--- src/rtl/mem_wb_pipe.sv ---
// rtl/mem_wb_pipe.sv - multi-lane MEM->WB pipeline register with DTLB exceptions, precise kill and skid buffer
module mem_wb_pipe #(
   parameter int LANES  = 2,
   parameter int DATA_W = 32,
   parameter int EXCP_W = 10
) (
   input  logic                               clk,
   input  logic                               rst,
   input  logic                               flush,
   input  logic [1:0]                         csr_plv,
   input  logic [LANES-1:0]                   in_valid,
   output logic                               in_ready,
   input  logic [LANES*32-1:0]                in_pc,
   input  logic [LANES-1:0]                   in_wreg,
   input  logic [LANES-1:0]                   in_is_load,
   input  logic [LANES-1:0]                   in_is_store,
   input  logic [LANES*5-1:0]                 in_waddr,
   input  logic [LANES*DATA_W-1:0]            in_wdata,
   input  logic [LANES-1:0]                   in_excp,
   input  logic [LANES*EXCP_W-1:0]            in_excp_num,
   input  logic [LANES-1:0]                   tlb_trans_en,
   input  logic [LANES-1:0]                   tlb_found,
   input  logic [LANES-1:0]                   tlb_v,
   input  logic [LANES-1:0]                   tlb_d,
   input  logic [LANES*2-1:0]                 tlb_plv,
   output logic [LANES-1:0]                   out_valid,
   input  logic                               out_ready,
   output logic [LANES*32-1:0]                out_pc,
   output logic [LANES-1:0]                   out_we,
   output logic [LANES*5-1:0]                 out_waddr,
   output logic [LANES*DATA_W-1:0]            out_wdata,
   output logic [LANES-1:0]                   out_excp,
   output logic [LANES*(EXCP_W+5)-1:0]        out_excp_num,
   output logic [$clog2(LANES+1)-1:0]         out_commit_cnt
);

   localparam int EN      = EXCP_W + 5;
   localparam int CW      = $clog2(LANES + 1);
   // A whole group is carried as one packed vector; fields laid out from bit 0 upward.
   localparam int OFF_VLD = 0;
   localparam int OFF_PC  = OFF_VLD + LANES;
   localparam int OFF_WE  = OFF_PC + LANES * 32;
   localparam int OFF_WA  = OFF_WE + LANES;
   localparam int OFF_WD  = OFF_WA + LANES * 5;
   localparam int OFF_EX  = OFF_WD + LANES * DATA_W;
   localparam int OFF_EN  = OFF_EX + LANES;
   localparam int GW      = OFF_EN + LANES * EN;

   logic [GW-1:0]           o_q, o_d, s_q, s_d, proc_grp;
   logic                    s_full_q, s_full_d, pend_q, pend_d;
   logic [LANES-1:0]        p_valid, p_we, p_excp;
   logic [LANES*EN-1:0]     p_enum;
   logic                    acc, tlbr, pil, pis, ppi, pme, lx, seen, any_excp;
   logic                    out_fire, in_fire, take, o_empty;
   logic [CW-1:0]           cnt;

   // Per-lane DTLB checks and precise kill: only lanes up to the first faulting one survive.
   always_comb begin
      p_valid  = '0;
      p_we     = '0;
      p_excp   = '0;
      p_enum   = '0;
      acc      = 1'b0;
      tlbr     = 1'b0;
      pil      = 1'b0;
      pis      = 1'b0;
      ppi      = 1'b0;
      pme      = 1'b0;
      lx       = 1'b0;
      seen     = 1'b0;
      for (int i = 0; i < LANES; i++) begin
         acc  = in_is_load[i] | in_is_store[i];
         tlbr = acc & ~tlb_found[i] & tlb_trans_en[i];
         pil  = in_is_load[i] & ~tlb_v[i] & tlb_trans_en[i];
         pis  = in_is_store[i] & ~tlb_v[i] & tlb_trans_en[i];
         ppi  = acc & tlb_v[i] & (csr_plv > tlb_plv[i*2 +: 2]) & tlb_trans_en[i];
         pme  = in_is_store[i] & tlb_v[i] & (csr_plv <= tlb_plv[i*2 +: 2])
                & ~tlb_d[i] & tlb_trans_en[i];
         lx   = in_valid[i] & (tlbr | pil | pis | ppi | pme | in_excp[i]);
         p_enum[i*EN +: EN] = {pil, pis, ppi, pme, tlbr, in_excp_num[i*EXCP_W +: EXCP_W]};
         if (!seen) begin
            p_valid[i] = in_valid[i];
            p_excp[i]  = lx;
            p_we[i]    = in_valid[i] & in_wreg[i] & ~lx;
            seen       = lx;
         end
      end
      any_excp = seen;
   end

   assign proc_grp = {p_enum, p_excp, in_wdata, in_waddr, p_we, in_pc, p_valid};

   assign o_empty  = ~|o_q[OFF_VLD +: LANES];
   assign out_fire = ~o_empty & out_ready;
   assign in_fire  = ~s_full_q & |in_valid;
   assign take     = in_fire & ~pend_q;

   // Output/skid register update: S drains into O first, fenced groups are swallowed.
   always_comb begin
      o_d      = o_q;
      s_d      = s_q;
      s_full_d = s_full_q;
      pend_d   = pend_q;
      if (flush) begin
         o_d      = '0;
         s_d      = '0;
         s_full_d = 1'b0;
         pend_d   = 1'b0;
      end else begin
         if (take && any_excp) begin
            pend_d = 1'b1;
         end
         if (o_empty || out_fire) begin
            if (s_full_q) begin
               o_d      = s_q;
               s_full_d = 1'b0;
            end else if (take) begin
               o_d = proc_grp;
            end else begin
               o_d = '0;
            end
         end else if (take) begin
            s_d      = proc_grp;
            s_full_d = 1'b1;
         end
      end
   end

   // State registers, cleared asynchronously.
   always_ff @(posedge clk or negedge rst) begin
      if (!rst) begin
         o_q      <= '0;
         s_q      <= '0;
         s_full_q <= 1'b0;
         pend_q   <= 1'b0;
      end else begin
         o_q      <= o_d;
         s_q      <= s_d;
         s_full_q <= s_full_d;
         pend_q   <= pend_d;
      end
   end

   // Count lanes that retire without an exception.
   always_comb begin
      cnt = '0;
      for (int i = 0; i < LANES; i++) begin
         cnt = cnt + CW'(o_q[OFF_VLD + i] & ~o_q[OFF_EX + i]);
      end
   end

   assign in_ready       = ~s_full_q;
   assign out_valid      = o_q[OFF_VLD +: LANES];
   assign out_pc         = o_q[OFF_PC  +: LANES * 32];
   assign out_we         = o_q[OFF_WE  +: LANES];
   assign out_waddr      = o_q[OFF_WA  +: LANES * 5];
   assign out_wdata      = o_q[OFF_WD  +: LANES * DATA_W];
   assign out_excp       = o_q[OFF_EX  +: LANES];
   assign out_excp_num   = o_q[OFF_EN  +: LANES * EN];
   assign out_commit_cnt = cnt;

endmodule

--- config.mk ---
export PLATFORM = sky130hd
export DESIGN_NAME = mem_wb_pipe
export DESIGN_NICKNAME = d
export VERILOG_FILES = /design/src/rtl/mem_wb_pipe.sv
export SDC_FILE = /design/constraint.sdc
export NUM_CORES = 1
export LEC_CHECK = 0
export ABC_AREA = 1
export CAP_MARGIN = 0
export CORE_MARGIN = 8
export CORE_UTILIZATION = 48
export DETAILED_ROUTE_END_ITERATION = 8
export GPL_ROUTABILITY_DRIVEN = 0
export GPL_TIMING_DRIVEN = 0
export PLACE_DENSITY_LB_ADDON = 0.1
export SYNTH_ARGS = -nofsm -noshare
export SYNTH_HDL_FRONTEND = slang
export SYNTH_SLANG_ARGS = --single-unit
export TNS_END_PERCENT = 10
--- constraint.sdc ---
create_clock -name clk -period 1.6 [get_ports clk]
set_input_delay 0.16 -clock clk [delete_from_list [all_inputs] [get_ports clk]]
set_output_delay 0.16 -clock clk [all_outputs]
set_load 0.1 [all_outputs]
==> metrics.csv, run 1 <==
metric,value,unit
intPower,16.21,mW
syn2layout_area_growth,38.37,%
clockBufferDepth,3,
slew_headroom,0.6139,
fin_worst_skew,0.01179,ns
ys_seq_area_frac,0.5835,
vias_per_cell,5.662,
clock_latency,0.52,ns
fp-row-count,64,
drv_cap,0,
synth_most_common_cell,dfrtp_1,
synth_ff_type,dfrtp_1,
endpoint_kind,output pin,
ant_nets,0,
hold_class,input pin to asynchronous set/reset pin,
syn-instance-count,1459,
violations,negative setup slack,
die_area,37180,sq um
rsz0062_at_grt,yes,
syn_nets,1650,
cp.required,1.44,ns
critPathSlowestCell,dfrtp_4,
cpLargestDelayFamily,flip-flops,
wire_per_inst,21.12,um
synth_top_area_cell,dfrtp_1,
die_w,192.8,um
initial_core_util,0.4894,
finalHoldViolations,0,
antenna_found_initial,5,
first_global_vias,13278,
cpPeakStageDelay,0.51,ns
grt_overflow,0,
cts_root_buffer,clkbuf_16,
post-route-util,0.6772,
grt_use_total,0.2510,
synth_edf_count,0,
tightest_slew,0.5792,ns
cts_buffers,38,
cts_max_level,2,
path_cells,inv_4 > nor2_4 > ha_4 > buf_12,
num_vias,13103,
pwr_density_cell,1166,nW/um^2
drive_gt1_frac,0.2239,
vdd_drop_max,0.7724,mV
dp_hpwl,33590,um
num_io_pins,363,
drc_errors,0,
synth_area_leaders,"dfrtp_1 58%, a22o_1 9.3%, inv_1 7.5%",
ys_seq_elements,350,
synth_top_area_frac,0.5835,
swShare,0.3307,
fin_ws,-0.1345,ns
syn-cell-area,15010,sq um
finalMaxSlewViolations,0,
synth_common_cells,"350 x dfrtp_1, 300 x inv_1, 165 x o22ai_1",
grt_pass1_wl,74310,um
finalSetupViolCount,99,
synth-warning-count,0,
period_needed,1.734,ns
max_freq,576.5,MHz
setup-tns-final,-2.239,ns
dr.pass1.iters,5,
stdcell_count,2314,
crit_path_start_kind,register,
combPwrFrac,0.242,
fin_area,20770,sq um
cts_tree,built,
synthArstFlopShare,1.000,
path_buf_inv,2,
placed_cells,2220,
p_switching,8.009,mW
port-buffer-count,362,
avgSynthCellArea,10.29,sq um
status,finished with violations,
power,24.22,mW
ys_types,24,
nNetsFinal,2079,
grt_max_degree,117,
cts_sinks,350,
criticalPathCategory,register to output pin,
p_seq_frac,0.394,
fp.dieH,192.8,um
drt_iter0_drc,764,
dpl_cell_area,19300,sq um
period_share,1.084,
path_clk_slew,0.06,ns
cp.arrival,1.57,ns
leakagePower,10.06,nW
route.final.wire_length,48880,um
worstPathMaxFanout,3,
p_clk_frac,0.365,
core-area,30670,sq um
-- routing by layer --
layer,up-vias,global-route usage,wire length [um]
met5,-,0,36
met4,6,0.07168,1202
met3,90,0.05457,3541
met2,466,0.4024,23330
met1,6551,0.3394,20770
li1,5990,-,-
-- sequential cells by signal (all words and copies together), names as in the netlist --
name and flops:
o_q 174, pend_q 1, s_full_q 1, s_q 174
-- final timing paths --
kind / startpoint / endpoint / slack (ns) / depth (start not counted)
setup / recovery: o_q[0]$_DFFE_PN0N_ / out_commit_cnt[0] / -0.13 / 4
hold / removal: rst / s_q[114]$_DFFE_PN0P_ / 0.17 / 2
setup reg to reg: s_full_q$_DFFE_PN0P_ / o_q[92]$_DFFE_PN0N_ / -0.08 / 6
hold reg to reg: o_q[67]$_DFFE_PN0N_ / o_q[67]$_DFFE_PN0N_ / 0.49 / 2
max in group asynchronous: rst / o_q[38]$_DFFE_PN0N_ / 0.34 / 4
min in group clk: in_excp_num[11] / s_q[160]$_DFFE_PN0P_ / 0.22 / 3
-- power by group through the flow --
stage	clock network, mW	logic, mW	registers (mW)
after floorplan	0	1.57	11.9
after global placement	0	5.69	9.70
after detailed placement	0	5.77	9.69
after CTS	8.96	5.68	9.53
after global routing	9.29	6.15	9.58
final	8.84	5.85	9.53
-- cells in the final DEF (no fill, tap or decap), types with 12 or more instances in the layout --
| cell type | instances |
|---|---|
| dfrtp_1 | 345 |
| inv_1 | 298 |
| buf_2 | 194 |
| clkdlybuf4s50_1 | 184 |
| a22o_1 | 159 |
| o22ai_1 | 151 |
| nand2_1 | 115 |
| o32ai_1 | 93 |
| o21ai_0 | 58 |
| clkbuf_16 | 46 |
| buf_6 | 35 |
| buf_4 | 35 |
| clkbuf_1 | 20 |
| o21ai_1 | 17 |
| nor2_1 | 17 |
| a21oi_1 | 14 |
| o22ai_2 | 14 |
| o32ai_2 | 12 |
-- final cells by class --
cell class,instances,area (sq um)
sequential,350,8770
buffer,124,1100
fill,2401,9901
antenna,2,5.005
clock inverter,9,95.09
timing repair buffer,389,3192
inverter,304,1164
multi-input combinational,681,4785
clock buffer,59,1164
tap,396,495.5
-- metrics by stage --
stage | setup slack [ns] | hold slack, ns
after floorplan | -0.1956 | -0.1356
after global placement | -17.43 | 0.4675
after detailed placement | -1.349 | 0.1239
after CTS | -0.2384 | 0.1612
after global routing | -0.1834 | 0.2064
final | -0.1345 | 0.1680
-- cell families after synthesis --
logic type / count (synthesis) / synth area share
compound gates: 523 / 0.2551
buf+inv: 428 / 0.1171
flops: 350 / 0.5835
simple gates: 153 / 0.04010
fa+ha+maj: 5 / 0.004168
-- repair_timing --
action / CTS / global route
pin swaps: 2 / 27
setup buffers: 2 / 15
setup endpoints to repair: 516 / 534
gates resized for setup: 830 / 342
hold buffers: 1 / 0
cloned: 0 / 6
hold endpoints to repair: 62 / 0
No activity file was read; power rests on OpenSTA's default activity.
==> run 2, diff against run 1 <==
GPL_ROUTABILITY_DRIVEN = default   (was 0)
==> results of run 2 <==
No change in the layout: final DEF, timing and power equal those of run 1.
==> run 3, diff against run 2 <==
MAX_ROUTING_LAYER = met4   (was default)
==> metrics.csv, run 3 (same netlist as run 1, synthesis figures left out) <==
metric,value,unit
max_freq,575.3,MHz
regArea,8770,sq um
cp.arrival,1.58,ns
grt_use_total,0.2585,
worstPathMaxFanout,3,
cp.required,1.44,ns
holdWs,0.1637,ns
die_w,192.8,um
cts_max_level,2,
finalHoldViolations,0,
fp.dieH,192.8,um
crit_path_start_kind,register,
fp-row-count,64,
path_cells,inv_4 > nor2_4 > ha_4 > buf_12,
grt_max_degree,117,
violations,negative setup slack,
path_buf_inv,2,
drv_cap,0,
num_io_pins,363,
leakagePower,10.09,nW
fin_ws,-0.1382,ns
setup-tns-final,-3.631,ns
clock_latency,0.52,ns
first_global_vias,13285,
vdd_drop_max,0.7728,mV
dr.pass1.iters,5,
final_cell_mix,"345 x dfrtp_1, 298 x inv_1, 190 x buf_2, 184 x clkdlybuf4s50_1, 159 x a22o_1",
fillers,2408,
r2r-start,s_full_q$_DFFE_PN0P_,
route.final.wire_length,49160,um
grt_overflow,0,
antenna_found_initial,4,
multi_input_area,4731,sq um
ant_nets,0,
tightest_slew,0.5694,ns
wire_per_inst,21.19,um
dp_hpwl,33590,um
endpoint_kind,output pin,
drt_iter0_drc,809,
dpl_cell_area,19300,sq um
nNetsFinal,2083,
initial_core_util,0.4894,
fin_area,20780,sq um
rr_worst_depth,6,
pwr_density_cell,1167,nW/um^2
die_area,37180,sq um
finalMaxSlewViolations,0,
layout_commonest_cell,dfrtp_1,
cts_tree,built,
drc_errors,0,
status,finished with violations,
slew_headroom,0.6204,
vias_per_cell,5.658,
fin_worst_skew,0.01061,ns
path_clk_slew,0.06,ns
core-area,30670,sq um
finalSetupViolCount,111,
cts_buffers,38,
r2r-end,o_q[92]$_DFFE_PN0N_,
num_vias,13126,
rrSetupSlack,-0.07,ns
cpPeakStageDelay,0.51,ns
port-buffer-count,362,
period_needed,1.738,ns
place_ws,-1.349,ns
rsz0062_at_grt,yes,
top_regs,"o_q: 174 flops, s_q: 174 flops",
clockBufferDepth,3,
drive_gt1_frac,0.2214,
criticalPathCategory,register to output pin,
grt_pass1_wl,74280,um
period_share,1.086,
hold_class,input pin to asynchronous set/reset pin,
cts_root_buffer,clkbuf_16,
critPathSlowestCell,dfrtp_4,
syn2layout_area_growth,38.45,%
cts_sinks,350,
gp_congestion,0.8253,
cpLargestDelayFamily,flip-flops,
[run 3: timing repair]
action                                  4_1_cts  5_1_grt
cloned                                        0        7
pin swaps                                     2       38
hold buffers                                  1        0
hold endpoints to repair                     62        0
gates resized for setup                     830      342
endpoints found under the setup margin      516      533
setup buffers                                 2       18
[run 3: through the flow]
stage               instances  utilization  power (mW)
finish                   2320       0.6775       24.25
global placement         2217       0.6264       15.40
global route             2320       0.6775       25.03
detailed placement       2220       0.6292       15.46
CTS                      2291       0.6660       24.18
floorplan                1459            -       13.49
[run 3: per-layer routing]
layer	up-vias	track usage	routed length (um)
li1	6015	-	-
met3	87	0.04969	3180
met2	440	0.4013	23610
met1	6584	0.3444	21160
met4	0	0.07109	1214
met5	-	-	0
[run 3: report_power, final]
part,switching (mW),internal [mW],total (mW)
Combinational,4.26,1.61,5.87
Clock,3.53,5.32,8.85
Sequential,0.231,9.30,9.53
[run 3: worst register-to-register path: stages (launching register included)]
cell	delay [ns]
dfrtp_2	0.43
inv_4	0.09
buf_12	0.12
buf_4	0.15
clkbuf_1	0.38
o22ai_1	0.19
a22o_1	0.21
[run 3: worst max path at each step]
stage | startpoint | endpoint | slack, ns | cells after the start
after floorplan | s_full_q$_DFFE_PN0P_ | o_q[53]$_DFFE_PN0N_ | -0.20 | 6
after global placement | rst | o_q[1]$_DFFE_PN0N_ | -17.43 | 1
final | o_q[0]$_DFFE_PN0N_ | out_commit_cnt[0] | -0.14 | 4
after CTS | s_full_q$_DFFE_PN0P_ | in_ready | -0.24 | 5
after detailed placement | s_full_q$_DFFE_PN0P_ | in_ready | -1.35 | 5
after global routing | o_q[0]$_DFFE_PN0N_ | out_commit_cnt[0] | -0.18 | 4
[run 3: final cells by class]
class / count / area share
buffer: 124 / 0.05317
timing repair buffer: 393 / 0.1565
multi-input combinational: 681 / 0.2277
inverter: 304 / 0.05576
clock inverter: 9 / 0.004576
sequential: 350 / 0.4220
tap: 396 / 0.02384
antenna: 4 / 0.0004817
clock buffer: 59 / 0.05600
